**config.mk**
```make
export PLATFORM = sky130hd
export DESIGN_NAME = tick_sequencer
export DESIGN_NICKNAME = d
export VERILOG_FILES = /design/src/rtl/tick_sequencer.sv
export SDC_FILE = /design/constraint.sdc
export NUM_CORES = 1
export LEC_CHECK = 0
export ABC_AREA = 1
export CORE_MARGIN = 2
export CORE_UTILIZATION = 45
export CTS_CLUSTER_SIZE = 20
export DETAILED_ROUTE_END_ITERATION = 6
export PLACE_DENSITY_LB_ADDON = 0.25
export SLEW_MARGIN = 0
export SYNTH_ARGS = -nofsm -noshare
export SYNTH_HDL_FRONTEND = slang
export SYNTH_SLANG_ARGS = --single-unit
```
**constraint.sdc**
```tcl
create_clock -name hwclk -period 5.4 [get_ports hwclk]
set_clock_uncertainty 0.1 [all_clocks]
set_input_delay 0.81 -clock hwclk [delete_from_list [all_inputs] [get_ports hwclk]]
set_output_delay 0.81 -clock hwclk [all_outputs]
set_load 0.01 [all_outputs]
```
**src/rtl/tick_sequencer.sv**
```systemverilog
// Programmable prescaler plus IDLE/RUN/PAUSE controller that emits one-cycle
// ticks every (period+1) clocks. Optional macro: TICK_SEQ_AUTO_RELOAD_EN.
module tick_sequencer #(
  parameter int          CTR_W          = 23,
  parameter int          CNT_W          = 16,
  parameter int unsigned DEFAULT_PERIOD = 5000000
) (
  input  logic             hwclk,
  input  logic             rst,
  input  logic             cfg_valid,
  output logic             cfg_ready,
  input  logic [CTR_W-1:0] cfg_period,
  input  logic [CNT_W-1:0] cfg_ticks,
  input  logic             start,
  input  logic             hold,
  input  logic             stop,
  output logic             tick,
  output logic             busy,
  output logic             done,
  output logic [CNT_W-1:0] ticks_left
);

  typedef enum logic [1:0] {
    S_IDLE  = 2'd0,
    S_RUN   = 2'd1,
    S_PAUSE = 2'd2
  } state_e;

  state_e           state_q,      state_d;
  logic [CTR_W-1:0] period_q,     period_d;
  logic [CNT_W-1:0] ticks_q,      ticks_d;
  logic [CTR_W-1:0] ctr_q,        ctr_d;
  logic [CNT_W-1:0] ticks_left_q, ticks_left_d;
  logic             tick_q,       tick_d;
  logic             done_q,       done_d;
  logic             busy_q,       busy_d;

  always_comb begin
    // NOTE: every _d gets a default before the case so no path leaves a
    // signal unassigned, which would otherwise infer a latch.
    state_d      = state_q;
    period_d     = period_q;
    ticks_d      = ticks_q;
    ctr_d        = ctr_q;
    ticks_left_d = ticks_left_q;
    busy_d       = busy_q;
    tick_d       = 1'b0;
    done_d       = 1'b0;

    unique case (state_q)
      S_IDLE: begin
        if (cfg_valid) begin
          period_d = cfg_period;
          ticks_d  = cfg_ticks;
        end
        // A config accepted on the start edge applies to this run.
        if (start && !stop) begin
          state_d      = S_RUN;
          ctr_d        = '0;
          busy_d       = 1'b1;
          ticks_left_d = cfg_valid ? cfg_ticks : ticks_q;
        end
      end

      S_RUN, S_PAUSE: begin
        if (stop) begin
          state_d = S_IDLE;
          ctr_d   = '0;
          busy_d  = 1'b0;
        end else if (hold) begin
          state_d = S_PAUSE;
        end else begin
          // Releasing hold counts on the same edge, so a pause costs exactly
          // the number of cycles hold was sampled high.
          state_d = S_RUN;
          if (ctr_q == period_q) begin
            ctr_d  = '0;
            tick_d = 1'b1;
            if (ticks_q != '0) begin
              ticks_left_d = ticks_left_q - CNT_W'(1);
              if (ticks_left_q == CNT_W'(1)) begin
                done_d = 1'b1;
`ifdef TICK_SEQ_AUTO_RELOAD_EN
                ticks_left_d = ticks_q;
`else
                state_d = S_IDLE;
                busy_d  = 1'b0;
`endif
              end
            end
          end else begin
            ctr_d = ctr_q + CTR_W'(1);
          end
        end
      end

      default: begin
        state_d = S_IDLE;
        ctr_d   = '0;
        busy_d  = 1'b0;
      end
    endcase
  end

  always_ff @(posedge hwclk or posedge rst) begin
    // NOTE: state is updated with non-blocking assignments so every flop
    // samples the pre-edge values computed above.
    if (rst) begin
      state_q      <= S_IDLE;
      period_q     <= CTR_W'(DEFAULT_PERIOD);
      ticks_q      <= '0;
      ctr_q        <= '0;
      ticks_left_q <= '0;
      tick_q       <= 1'b0;
      done_q       <= 1'b0;
      busy_q       <= 1'b0;
    end else begin
      state_q      <= state_d;
      period_q     <= period_d;
      ticks_q      <= ticks_d;
      ctr_q        <= ctr_d;
      ticks_left_q <= ticks_left_d;
      tick_q       <= tick_d;
      done_q       <= done_d;
      busy_q       <= busy_d;
    end
  end

  assign cfg_ready  = (state_q == S_IDLE);
  assign tick       = tick_q;
  assign done       = done_q;
  assign busy       = busy_q;
  assign ticks_left = ticks_left_q;

endmodule

```
==> out/metrics.cfg <==
[clock_network]
clkTransAtPathRegs_ns=0.08
clk_latency_ns=0.35
cts_sinks=83
tritoncts=built
cts_buffers=9
post-cts-setup-buffers=0
clk_path_buf_depth=2
root_buffer=clkbuf_8
ctsResizeCount=0
ctsHtreeMaxLevel=3
hold_buffers=0

[timing]
setup_viol=0
period_needed_ns=3.21
period_share=0.594
finalSetupTns_ns=0
tightest_slew_ns=1.07
hold_viol=0
max_freq_ghz=0.312
relSlewSlack=0.284
fin_hold_ws_ns=0.395
rsz0062_at_grt=false
final.setup.worst_slack_ns=2.19
drv_slew=0

[logic_synthesis]
ys_warn_count=0
synth_edf_count=0
syn_avg_cell_area_um2=7.63
synth_cell_types=38
yosysTopAreaCellShare=0.399
syn_nets=666
synth_ff_type=dfrtp_1
synth_area_leaders=dfrtp_1, nand2_1, nor2_1
yosysSeqAreaShare=0.444
synth_area_mm2=0.00470
async_flop_share=1.00
syn_inst=616
synth_top_cell_by_area=dfrtp_1
synth-seq-cells=83

[cells_and_area]
drive_gt1_frac=0.0799
stdcell_area_mm2=0.00563
antenna_cells=0
layout.nets=722
fin_cells=812
areaGrowthSynthToFinish_pct=19.8
fin_util=0.550

[power]
pwr-share-comb=0.458
irDropWorstVdd_uv=250
p_int_mw=1.66
clkPwrFrac=0.171
p_sw_frac=0.416
p_switching_mw=1.18
pwr-share-seq=0.371
power_mw=2.84
static-leakage-power_nw=2.61
p_per_area_mw_per_mm2=505

[global_route]
grt_pass1_vias=3645
grt_first_pass_wirelength_um=17800
grt_max_degree=63
antenna_found_initial=0
overflow=0
grt_use_total=0.199

[floorplanning]
die_w_um=106
row_count=37
fp.dieH_um=106
die-area_mm2=0.0113
core_area_mm2=0.0102
start_util=0.459
ios=65

[routing]
detail_route.wl_per_cell_um=13.1
drtIter0Drc=239
drt-pass1-iter-count=5
detail-route-antenna-nets=0
vias_per_cell=4.98
wl_um=10600
vias=4046
drc=0

[place]
dpl_cell_area_mm2=0.00542
portBuffers=64
pre_cts_ws_ns=1.85
gp_congestion=0.850
hpwl_um=7610
dp.cells=797

[worst_setup_path]
reg2reg_to=ctr_q[17]$_DFFE_PP0P_
critPathArrivalTime_ns=3.34
reg2reg_depth=12
endpoint_kind=flop
timing.rr.start=state_q[0]$_DFFE_PP0N_
slowest_delay_ns=1.11
path_max_fanout=62
cp-start-kind=input port
crit_slowest_cell=clkdlybuf4s50_1
rrSetupSlack_ns=2.60
startpoint=cfg_valid
crit_chain=clkdlybuf4s50_1, nand2_2, mux2_2
endpoint=period_q[16]$_DFFE_PP0P_
required_ns=5.53
path_class=input port to flop

[run]
drv_cap=0

[min_path]
whs_path_depth=2
hold_class=flop to flop

[outcome]
status=finished, final reports clean

## power by group through the flow
| stage | combinational [mW] | sequential, mW | clock, mW |
|---|---|---|---|
| 3_3_place_gp | 1.26 | 1.05 | 0 |
| 4_1_cts | 1.30 | 1.05 | 0.500 |
| 2_1_floorplan | 0.957 | 1.04 | 0 |
| 3_5_place_dp | 1.29 | 1.06 | 0 |
| 6_report | 1.30 | 1.05 | 0.487 |
| 5_1_grt | 1.48 | 1.09 | 0.523 |
## cells by family (layout without fill, tap and decap cells)
group	count (synthesis)	after routing	synth area share
buf+inv	86	146	0.0759
compound gates	69	69	0.0769
fa+ha+maj	5	5	0.0133
xor+xnor	34	34	0.0634
flops	83	83	0.444
simple gates	323	323	0.289
mux	16	16	0.0378
## layer usage
layer | wire length (µm) | GRT usage
met5 | 0 | 0
met4 | 167 | 0.0695
met3 | 503 | 0.0264
met2 | 4590 | 0.297
met1 | 5350 | 0.297
## layout by cell type, fill, tap and decap left out, types with 3 or more instances in the layout
cell               n
dfstp_2            8
nand2_1          167
a21oi_1           13
o21ai_0           48
inv_1             63
nor3_1             5
clkinv_2           3
xnor2_1           16
nand4_1           11
dfrtp_1           75
clkbuf_8          10
nor2_1            86
nor2_2             3
xor2_1            18
clkdlybuf4s50_1   64
mux2_2            14
nand2_4            3
nand3_1           39
nand2_2            3
ha_1               5
## worst min-delay path by stage
stage | start | endpoint | slack, ns
2_1_floorplan | period_q[22]$_DFFE_PP1P_ | period_q[22]$_DFFE_PP1P_ | 0.36
3_3_place_gp | period_q[18]$_DFFE_PP1P_ | period_q[18]$_DFFE_PP1P_ | 0.38
5_1_grt | period_q[18]$_DFFE_PP1P_ | period_q[18]$_DFFE_PP1P_ | 0.42
6_report | period_q[18]$_DFFE_PP1P_ | period_q[18]$_DFFE_PP1P_ | 0.40
3_5_place_dp | period_q[22]$_DFFE_PP1P_ | period_q[22]$_DFFE_PP1P_ | 0.38
4_1_cts | period_q[22]$_DFFE_PP1P_ | period_q[22]$_DFFE_PP1P_ | 0.39
## layout make-up
| class | count | area, µm² |
|---|---|---|
| sequential | 83 | 2090 |
| timing repair buffer | 65 | 648 |
| multi-input combinational | 447 | 2260 |
| clock buffer | 10 | 138 |
| fill | 964 | 4600 |
| inverter | 66 | 251 |
| clock inverter | 5 | 77.6 |
| tap | 136 | 170 |
## sequential cells by signal, indices dropped and copies added (netlist names)
name and flops:
busy 1, ctr_q 23, done 1, period_q 23, state_q 2, tick 1, ticks_left 16, ticks_q 16
## cell usage after synthesis, types with 8 or more instances
cell type  number
mux2_2         14
nand3_1        39
nand2_1       168
nor2_1         86
a21oi_1        13
o21ai_0        48
xor2_1         18
clkbuf_1       11
nand4_1        11
xnor2_1        16
dfrtp_1        75
dfstp_2         8
inv_1          64
## worst max-delay path, delay by kind of cell
kind | cells | cell delay (ns)
mux | 1 | 0.53
simple gates | 1 | 0.84
buf+inv | 1 | 1.11
Note: power is estimated with default switching activity, not from simulation.
